### src/rtl/div_seq.sv
// Multi-cycle 32-bit divide sequencer for RISC-V DIV/DIVU/REM/REMU.
// Radix-2 restoring division, one quotient bit per cycle, with a fast path for b==0 and signed overflow.
module div_seq (
   input  logic        clk,
   input  logic        reset,
   input  logic        start,
   input  logic        flush,
   input  logic [1:0]  op,
   input  logic [31:0] a,
   input  logic [31:0] b,
   output logic        stall,
   output logic        busy,
   output logic        done,
   output logic [31:0] result
);

   typedef enum logic [1:0] {IDLE, BUSY, DONE} state_t;

   state_t      state_q, state_d;
   logic [4:0]  cnt_q;
   logic [31:0] rem_q, quo_q, div_q;
   logic        negq_q, negr_q, sel_rem_q;

   logic        accept, is_signed, div_zero, ovf, fast;
   logic [31:0] abs_a, abs_b;
   logic [32:0] shifted, trial;
   logic [31:0] rem_n, quo_n, fin_quo, fin_rem;

   assign accept    = (state_q == IDLE) & start & ~flush;
   assign is_signed = ~op[0];
   assign div_zero  = (b == 32'd0);
   assign ovf       = is_signed & (a == 32'h8000_0000) & (b == 32'hFFFF_FFFF);
   assign fast      = div_zero | ovf;
   assign abs_a     = (is_signed & a[31]) ? (~a + 32'd1) : a;
   assign abs_b     = (is_signed & b[31]) ? (~b + 32'd1) : b;

   // One restoring step: shift {rem,quo} left, keep the trial difference if it did not borrow.
   assign shifted = {rem_q, quo_q[31]};
   assign trial   = shifted - {1'b0, div_q};
   assign rem_n   = trial[32] ? shifted[31:0] : trial[31:0];
   assign quo_n   = {quo_q[30:0], ~trial[32]};
   assign fin_quo = negq_q ? (~quo_n + 32'd1) : quo_n;
   assign fin_rem = negr_q ? (~rem_n + 32'd1) : rem_n;

   assign stall = accept | (state_q == BUSY);
   assign busy  = (state_q == BUSY);
   assign done  = (state_q == DONE);

   always_ff @(posedge clk) begin
      if (reset) state_q <= IDLE;
      else       state_q <= state_d;
   end

   always_comb begin
      state_d = state_q;
      case (state_q)
         IDLE: if (accept) state_d = fast ? DONE : BUSY;
         BUSY: if (cnt_q == 5'd31) state_d = DONE;
         DONE: state_d = IDLE;
         default: state_d = IDLE;
      endcase
      if (flush) state_d = IDLE;
   end

   always_ff @(posedge clk) begin
      if (reset) begin
         cnt_q     <= '0;
         rem_q     <= '0;
         quo_q     <= '0;
         div_q     <= '0;
         negq_q    <= 1'b0;
         negr_q    <= 1'b0;
         sel_rem_q <= 1'b0;
         result    <= '0;
      end else if (flush) begin
         cnt_q <= '0;
      end else begin
         case (state_q)
            IDLE: if (accept) begin
               sel_rem_q <= op[1];
               cnt_q     <= '0;
               if (div_zero)
                  result <= op[1] ? a : 32'hFFFF_FFFF;
               else if (ovf)
                  result <= op[1] ? 32'd0 : 32'h8000_0000;
               else begin
                  // Working registers hold magnitudes; signs are reapplied at the end.
                  rem_q  <= '0;
                  quo_q  <= abs_a;
                  div_q  <= abs_b;
                  negq_q <= is_signed & (a[31] ^ b[31]);
                  negr_q <= is_signed & a[31];
               end
            end
            BUSY: begin
               rem_q <= rem_n;
               quo_q <= quo_n;
               cnt_q <= cnt_q + 5'd1;
               if (cnt_q == 5'd31)
                  result <= sel_rem_q ? fin_rem : fin_quo;
            end
            default: ;
         endcase
      end
   end

endmodule
### config.mk
export PLATFORM = sky130hd
export DESIGN_NAME = div_seq
export DESIGN_NICKNAME = d
export VERILOG_FILES = /design/src/rtl/div_seq.sv
export SDC_FILE = /design/constraint.sdc
export NUM_CORES = 1
export LEC_CHECK = 0
export BUFFER_PORTS_ARGS = -buffer_cell sky130_fd_sc_hd__clkbuf_2
export CORE_AREA = 10 10 161 237
export CTS_BUF_LIST = sky130_fd_sc_hd__clkbuf_4 sky130_fd_sc_hd__clkbuf_8
export DETAILED_ROUTE_END_ITERATION = 8
export DIE_AREA = 0 0 171 247
export PLACE_DENSITY = 0.61
export SLEW_MARGIN = 10
export SYNTH_ARGS = -nofsm -noshare
export SYNTH_HDL_FRONTEND = slang
export SYNTH_SLANG_ARGS = --single-unit
### constraint.sdc
create_clock -name clk -period 5.2 [get_ports clk]
set_input_delay 1.04 -clock clk [delete_from_list [all_inputs] [get_ports clk]]
set_output_delay 1.04 -clock clk [all_outputs]
set_load 0.1 [all_outputs]
# Word level (Yosys, flattened, before mapping)
# Cells that the tools add are included.
word_totals:
  out_inout_bits: 35
  input_bits: 70
  elab_cells: 81
  latchBits: 0
  rom_bits: 0
  ram_bits: 0
  memories: 0
  ff_bits: 138
op_classes:
  n_reduce_logical: 10
  magnitude_cmp: 0
  bitwise_logic: 19
  n_shift: 0
  mux: 27
  n_mul: 0
  div_mod_pow: 0
  add_sub_neg: 6
  eq_ne: 10
ops:
  columns: ["operator", "count"]
  rows:
  - ["32-bit two-way mux", 18]
  - ["32-bit case mux with 2 select lines", 3]
  - ["32-bit by 1-bit adder with 32-bit output (second input constant)", 4]
  - ["32-bit NOT", 4]
  - ["32-bit equality test (second input constant)", 2]
  - ["33-bit by 32-bit subtractor with 33-bit output", 1]
  - ["32-bit logical NOT", 1]
  - ["5-bit AND reduction", 3]
  - ["5-bit case mux with 2 select lines", 1]
  - ["1-bit AND", 7]
  - ["2-bit two-way mux", 3]
  - ["2-bit != test (second input constant)", 3]
  - ["5-bit by 1-bit adder with 5-bit output (second input constant)", 1]
  - ["5-bit equality test (second input constant)", 1]
  - ["5-bit two-way mux", 1]
  - ["1-bit NOT", 5]
  - ["2-bit case mux with 2 select lines", 1]
  - ["2-bit AND reduction", 2]
  - ["3-bit != test (second input constant)", 1]
  - ["3-bit AND reduction", 1]
  - ["2-bit by 1-bit equality test with 1-bit output (second input constant)", 1]
  - ["2-bit equality test (second input constant)", 1]
  - ["2-bit logical NOT", 1]
  - ["2-bit by 1-bit != test with 1-bit output (second input constant)", 1]
  - ["4 further kinds", 5]

# Longest topological paths before layout
# Gate-level depths: netlist (run 1).
depth:
  depth_word: 8
  ltp_mapped: 27
  depth_no_buf: 23

# Least setup slack after synthesis (run 1)
# Ideal clock, no wire load.
synth_path:
  path_type: "flip-flop to flip-flop"
  start: "reg quo_q[31]"
  end: "reg result[26]"
  arrival_time_ns: 4.644
  required_ns: 5.085
  setup_ns: 0.115
  path_buffers: 4
  synth_period_minus_slack_ns: 4.759
  setup_slack_ns: 0.441
  path_stages_with_launch: 26
  path_cell_list: "dfxtp_1 inv_1 ha_1 fa_1 nor2b_4 o31ai_2 a21o_1 o21ai_2 a31oi_1 o21a_1 buf_6 inv_6 buf_8 buf_2 clkbuf_1 o21ai_0 inv_1 ha_1 nand2_1 nor3_1 mux2i_1 or4_4 o41ai_2 xor2_1 o21ai_1 o21a_1"
synth_between:
  elab_chain_cells: 8
  word_cells_on_any_way: 12
  cone_classes: "add/sub (3); mux (6); bitwise (3)"
synth_lines:
  columns: ["item", "line_no", "rtl"]
  rows:
  - ["start: declaration", "21", "logic [31:0] rem_q, quo_q, div_q;"]
  - ["start signal: assignment", "89", "quo_q <= abs_a;"]
  - ["start signal: assignment", "97", "quo_q <= quo_n;"]
  - ["33-bit by 32-bit subtractor with 33-bit output", "39", "assign trial = shifted - {1'b0, div_q};"]
  - ["32-bit two-way mux / 1-bit NOT (equally long branches)", "40, 41", null]
  - ["32-bit NOT (on tied branches)", "43, 42", null]
  - ["32-bit by 1-bit adder with 32-bit output (on tied branches)", "43, 42", null]
  - ["32-bit two-way mux (on tied branches)", "43, 42", null]
  - ["32-bit two-way mux *", "100", "result <= sel_rem_q ? fin_rem : fin_quo;"]
  - ["32-bit two-way mux *", "99", "if (cnt_q == 5'd31)"]
  - ["32-bit case mux with 2 select lines *", "78", "case (state_q)"]
  - ["end signal: assignment", "83", "result <= op[1] ? a : 32'hFFFF_FFFF;"]
  - ["end signal: assignment", "85", "result <= op[1] ? 32'd0 : 32'h8000_0000;"]
  - ["end signal: assignment", "100", null]
  - ["end: declaration", "14", "output logic [31:0] result"]
# Mark *: on every way between the ends. The rest lies on a longest branch, timed or not. The select of a mux whose other input is x is not followed.
# A chain may end at the register's enable or synchronous reset.

# Worst setup path after layout (run 1)
layout_path:
  start: "reg div_q[1]"
  end: "reg result[31]"
layout_between:
  elab_chain_cells: 8
  word_cells_on_any_way: 12
  cone_classes: "add/sub (3); mux (6); bitwise (3)"
layout_lines:
  columns: ["item", "line_no", "rtl"]
  rows:
  - ["start: declaration", "21", null]
  - ["start signal: assignment", "90", "div_q <= abs_b;"]
  - ["33-bit by 32-bit subtractor with 33-bit output *", "39", null]
  - ["32-bit two-way mux / 1-bit NOT (equally long branches)", "40, 41", null]
  - ["32-bit NOT (on tied branches)", "43, 42", null]
  - ["32-bit by 1-bit adder with 32-bit output (on tied branches)", "43, 42", null]
  - ["32-bit two-way mux (on tied branches)", "43, 42", null]
  - ["32-bit two-way mux *", "100", null]
  - ["32-bit two-way mux *", "99", null]
  - ["32-bit case mux with 2 select lines *", "78", null]
# Marked as above.

==> results of run 1 <==
-- how the worst max path moves through the flow --
| stage | start | end | slack (ps) | cells after the start |
|---|---|---|---|---|
| after floorplan | quo_q[31] | result[26] | 440 | 25 |
| after global placement | b[4] | result[30] | 540 | 13 |
| after detailed placement | a[2] | result[30] | 460 | 14 |
| after CTS | div_q[1] | result[31] | 520 | 15 |
| after global routing | quo_q[31] | result[26] | 180 | 21 |
| final | div_q[1] | result[31] | 470 | 15 |
-- layout make-up --
class | count | area share, %
Clock buffer | 23 | 2.17
Clock inverter | 8 | 0.574
Inverter | 67 | 1.99
Multi-Input combinational cell | 1299 | 64.1
Sequential cell | 138 | 21.5
Tap cell | 425 | 4.13
Timing Repair Buffer | 126 | 5.54
-- worst reg2reg max path: stages (launching register included) --
cell and delay [ps]:
dfxtp_1 490, buf_4 210, inv_1 60, ha_1 260, nor2b_1 170, o31ai_4 380
a21oi_2 150, nor3_1 480, a211oi_1 240, a2111oi_0 750, mux2i_1 320, a2111oi_4 460
nand2_1 140, nor2_1 110, a211oi_1 80, o41ai_1 310
-- cell families after synthesis --
family / synth area share, %
simple gates: 23.5
compound gates: 29.2
buf+inv: 5.88
flops: 23.7
xor+xnor: 9.54
mux: 3.92
fa+ha+maj: 4.35
-- metrics by stage --
| stage | hold slack (ps) | cell area [µm²] |
|---|---|---|
| finish | 477 | 12900 |
| global route | 497 | 12900 |
| CTS | 477 | 12900 |
| detailed placement | 466 | 12500 |
| global placement | 458 | 12500 |
| floorplan | 439 | 11700 |
-- flip-flops by register name, summed over array words and instances (netlist names) --
signal / cells
div_q: 32
negq_q: 1
cnt_q: 5
sel_rem_q: 1
negr_q: 1
state_q: 2
quo_q: 32
rem_q: 32
result: 32
-- cells in the final DEF (no fill, tap or decap), types with 19 or more instances in the layout --
cell | netlist | routed
a211oi_1 | 79 | 79
a21oi_1 | 134 | 134
a22oi_1 | 26 | 26
buf_4 | 0 | 21
clkbuf_2 | 0 | 103
dfxtp_1 | 138 | 138
ha_1 | 39 | 39
inv_1 | 66 | 66
mux2i_1 | 31 | 31
nand2_1 | 113 | 112
nand3_1 | 24 | 24
nand4_1 | 19 | 19
nor2_1 | 254 | 253
nor3_1 | 39 | 38
nor4_1 | 21 | 20
o21ai_0 | 84 | 84
o31ai_1 | 26 | 26
or3_1 | 26 | 26
xnor2_1 | 76 | 76
xor2_1 | 51 | 51
-- power groups by stage --
stage	clock network, mW	logic, mW	registers (mW)
2_1_floorplan	0	0.516	1.14
3_3_place_gp	0	0.733	1.15
3_5_place_dp	0	0.735	1.15
4_1_cts	0.872	0.739	1.12
5_1_grt	0.900	0.812	1.13
6_report	0.854	0.745	1.13
-- metal layers --
| metal | share of wire (%) | GRT usage (%) | routed length (µm) |
|---|---|---|---|
| met5 | 0 | 0 | 0 |
| met4 | 6.6 | 13.2 | 2760 |
| met3 | 3.2 | 2.84 | 1340 |
| met2 | 51 | 35.0 | 21400 |
| met1 | 39 | 21.1 | 16400 |
==> impl_metrics.ini, run 1 <==
[critical_path]
slowest_stage = a2111oi_0
cp-start-kind = flip-flop
path_cells = buf_4 -> inv_1 -> ha_1 -> nor2b_1 -> o31ai_4 -> a21oi_2 -> nor3_1 -> a211oi_1 -> a2111oi_0 -> mux2i_1 -> a2111oi_4 -> nand2_1 -> nor2_1 -> a211oi_1 -> o41ai_1
crit_required_ps = 5580
critPathArrivalTime_ps = 5110
cp_num_buf_inv = 2
cp_max_fo = 8
criticalPathCategory = flip-flop to flip-flop
r2r-end = result[31]
crit_top_cell = a211oi_1
worstSetupEndpointType = flip-flop
rr_worst_depth = 15
rrSetupSlack_ps = 470
slowest_delay_ps = 750
critPathTopFamily = compound AO/OA/AOI/OAI gates
r2r_start = div_q[1]

[synth]
yosys.area.top_type_share_pct = 23.7
synth.area.top_cells = dfxtp_1 (24%), nor2_1 (8.2%), a21oi_1 (5.7%)
synth_ff_type = dfxtp_1
ys_types = 89
synth.avg_cell_area_um2 = 7.26
async_reset_ff_share_pct = 0
synth-edff-count = 0
ys_warn_count = 0
ys_ff_latch = 138
netlist_area_um2 = 11700
synthTopCellsByCount = nor2_1 (254), dfxtp_1 (138), a21oi_1 (134), nand2_1 (113), o21ai_0 (84)
synth.most_common_cell = nor2_1
synth_largest_area_cell = dfxtp_1
syn_nets = 1717
ys_seq_area_share_pct = 23.7
syn_inst = 1607

[worst_hold_path]
min_path_type = flip-flop to flip-flop
holdCritStartpoint = cnt_q[3]
min_path_cells = 1
hold_path_end = cnt_q[3]

[place]
place.gp.congestion = 0.949
io_buffer_count = 104
dp_hpwl_um = 32800
place_inst = 2055
dp_slack_ps = 460

[power]
clkPwrFrac_pct = 31.4
power_frac_seq_pct = 41.3
powerDensity_nw_per_um2 = 212
leakage_nw = 4.96
power_frac_comb_pct = 27.3
power_mw = 2.72
irDropWorstVdd_v = 0.000153
power.switching_uw = 971
p_int_mw = 1.75
switching_share_pct = 35.6

[die]
coreArea_um2 = 34100
io_pins = 105
rows = 83
fp.dieH_um = 247
start_util_pct = 34.2
dieArea_um2 = 42200
die_x_um = 171

[global_route]
grt_max_degree = 65
antenna_found_initial = 0
grt_pass1_wl_um = 65900
grtUsageTotal_pct = 19.7
gr-total-overflow = 0
grt_pass1_vias = 11900

[cells_and_area]
final_net_count = 1759
drive_gt1_share_pct = 12.9
final_cells = 2086
ff_latch_area_um2 = 2760
multi_input_area_um2 = 8250
areaGrowthSynthToFinish_pct = 10.3
n_antenna_cell = 0
fin_util_pct = 37.8
fill_cells = 3650

[timing]
worstMarginPinSlew_ps = 1120
skew_ps = 16.1
post-route-min-period_ps = 4730
rsz0062_at_grt = no
max_freq_mhz = 211
hold_violations = 0
worst_slack_ps = 466
finalCritPeriodShare_pct = 91.0
slew_viol_final = 0
finalSetupTns_ps = 0
setup_violations = 0
relSlewSlack_pct = 25.4

[clocking]
tritoncts = done
cts.sinks = 138
ctsHoldBuffers = 0
clock_path_buffers = 2
htree_num_levels = 4
cts_resized = 0
path_clk_slew_ps = 80
clk_latency_ps = 500
post_cts.repair.setup_buffers = 0
cts_root_buf = clkbuf_8
numCtsBuffers = 17

[flow_run]
cap_viol_max_count = 0

[outcome]
status = completed

[detailed_routing]
vias = 12100
wl_per_cell_um = 20.1
drcViolationCount = 0
wl_um = 41900
vias_per_cell = 5.78
first_pass_iters = 5
drt_iter0_markers = 777
postRouteAntennaNets = 0
Power figures use the tool's default switching activity.
==> run 2: changes to the inputs <==
Settings changed: BUFFER_PORTS_ARGS -buffer_cell sky130_fd_sc_hd__clkbuf_2 to not set, DONT_BUFFER_PORTS set to 1, PLACE_DENSITY 0.61 to 0.58.
==> run 2 against run 1 <==
Against the previous run: register-to-register slack improved by 40 ps; cell count fell by 4.9%; sequential power barely moved; non-clock buffer count fell by 103; sequential share of layout area rose by 0.68 points; first-iteration DRC count fell by 11%.
==> impl_metrics.ini, run 2 (synthesis gave the netlist of run 1 again) <==
[cells_and_area]
fill_cells = 3684
n_antenna_cell = 0
layout_commonest_cell = nor2_1
final_cells = 1984
areaGrowthSynthToFinish_pct = 6.90
fin_area_um2 = 12500
fin_util_pct = 36.6
final_net_count = 1656
drive_gt1_share_pct = 7.50
final_cell_mix = nor2_1 (253), dfxtp_1 (138), a21oi_1 (134)

[timing]
hold_violations = 0
rsz0062_at_grt = no
setup_violations = 0
finalSetupTns_ps = 0
skew_ps = 13.9
slew_viol_final = 0
worstMarginPinSlew_ps = 1140
relSlewSlack_pct = 23.8
post-route-min-period_ps = 4690
finalCritPeriodShare_pct = 90.2
max_freq_mhz = 213

[die]
io_pins = 105
rows = 83
fp.dieH_um = 247
dieArea_um2 = 42200
die_x_um = 171
start_util_pct = 34.2
coreArea_um2 = 34100

[clocking]
htree_num_levels = 4
post_cts.repair.setup_buffers = 0
tritoncts = done
ctsHoldBuffers = 0
cts_resized = 0
clock_path_buffers = 2
clk_latency_ps = 500
cts.sinks = 138
path_clk_slew_ps = 90
numCtsBuffers = 17
cts_root_buf = clkbuf_8

[power]
powerDensity_nw_per_um2 = 234
power.switching_uw = 939
power_frac_seq_pct = 38.6
switching_share_pct = 32.2
irDropWorstVdd_v = 0.000167
clkPwrFrac_pct = 38.4
p_int_mw = 1.98
leakage_nw = 4.56
power_mw = 2.92
power_frac_comb_pct = 23.0

[critical_path]
worstSetupEndpointType = flip-flop
critPathArrivalTime_ps = 5090
path_cells = inv_1 -> ha_1 -> fa_1 -> nor2b_4 -> o31ai_2 -> a21oi_2 -> a21boi_2 -> nor3_1 -> o21a_2 -> inv_6 -> nand2_1 -> o21ai_0 -> inv_1 -> ha_1 -> nand2_1 -> nor3_2 -> mux2i_1 -> or4_4 -> o41ai_2 -> xor2_1 -> o21ai_1 -> o21a_1
cp_num_buf_inv = 3
critPathTopFamily = compound AO/OA/AOI/OAI gates
slowest_delay_ps = 590
cp-start-kind = flip-flop
crit_required_ps = 5600
criticalPathCategory = flip-flop to flip-flop
slowest_stage = or4_4
cp_max_fo = 14

[global_route]
met1_usage_pct = 20.6
grtUsageMet2_pct = 35.8
grt_pass1_wl_um = 65300
grt_use_met3_pct = 3.59
grtUsageTotal_pct = 19.8
busiest_layer = met2
gr-total-overflow = 0
antenna_found_initial = 0
grt_max_degree = 134
grt_pass1_vias = 11300

[detailed_routing]
drt_iter0_markers = 688
first_pass_iters = 6
vias_per_cell = 5.89
postRouteAntennaNets = 0
drcViolationCount = 0
wl_per_cell_um = 21.4
wl_um = 42500
vias = 11700

[place]
io_buffer_count = 0
place_inst = 1952
place.gp.congestion = 0.937
placedInstanceArea_um2 = 12000
dp_hpwl_um = 33000

[outcome]
status = completed

[flow_run]
cap_viol_max_count = 0

[worst_hold_path]
min_path_type = flip-flop to flip-flop
==> run 2: cell types whose count changed in the layout (fill, tap and decap cells not counted), moves of 2 or more <==
cell and change:
clkbuf_8 +2, clkbuf_4 -5, buf_12 -2, bufinv_16 +5, buf_4 +2, clkbuf_2 -103
==> run 2: power groups by stage <==
stage          Clock, mW  Combinational [mW]  Sequential [mW]
3_5_place_dp           0               0.663             1.15
3_3_place_gp           0               0.662             1.15
6_report            1.12               0.672             1.13
4_1_cts             1.13               0.666             1.12
2_1_floorplan          0               0.516             1.14
5_1_grt             1.18               0.736             1.13
==> run 2: routing by layer <==
| layer | vias up | wire length, µm |
|---|---|---|
| met3 | 88 | 1850 |
| met5 | - | 0 |
| li1 | 5705 | - |
| met1 | 5597 | 16100 |
| met2 | 289 | 21800 |
| met4 | 0 | 2720 |
==> run 2: layout make-up <==
cell class                      instances  area (µm²)  share of cell area [%]
Inverter                               67         256                    2.06
Clock inverter                         12         219                    1.76
Multi-Input combinational cell       1299        8260                    66.2
Timing Repair Buffer                   23         173                    1.38
Sequential cell                       138        2760                    22.2
Tap cell                              425         532                    4.26
Clock buffer                           20         269                    2.16
==> run 2: path summary, 6_finish.rpt <==
kind / start / endpoint / slack [ps] / cells past startpoint
min: div_q[31] / div_q[31] / 480 / 2
max: quo_q[31] / result[26] / 510 / 22
max reg2reg: quo_q[31] / result[26] / 510 / 22
min reg2reg: div_q[31] / div_q[31] / 480 / 2
==> run 2: through the flow <==
stage	worst slack, ps	hold WS [ps]
final	509	476
after global routing	121	499
after CTS	437	470
after detailed placement	468	456
after global placement	584	457
after floorplan	441	439
==> run 2: tightest hold or removal path: stages, from the launching register on <==
cell and delay, ps:
dfxtp_1 320, nand2b_1 70, a21oi_1 50
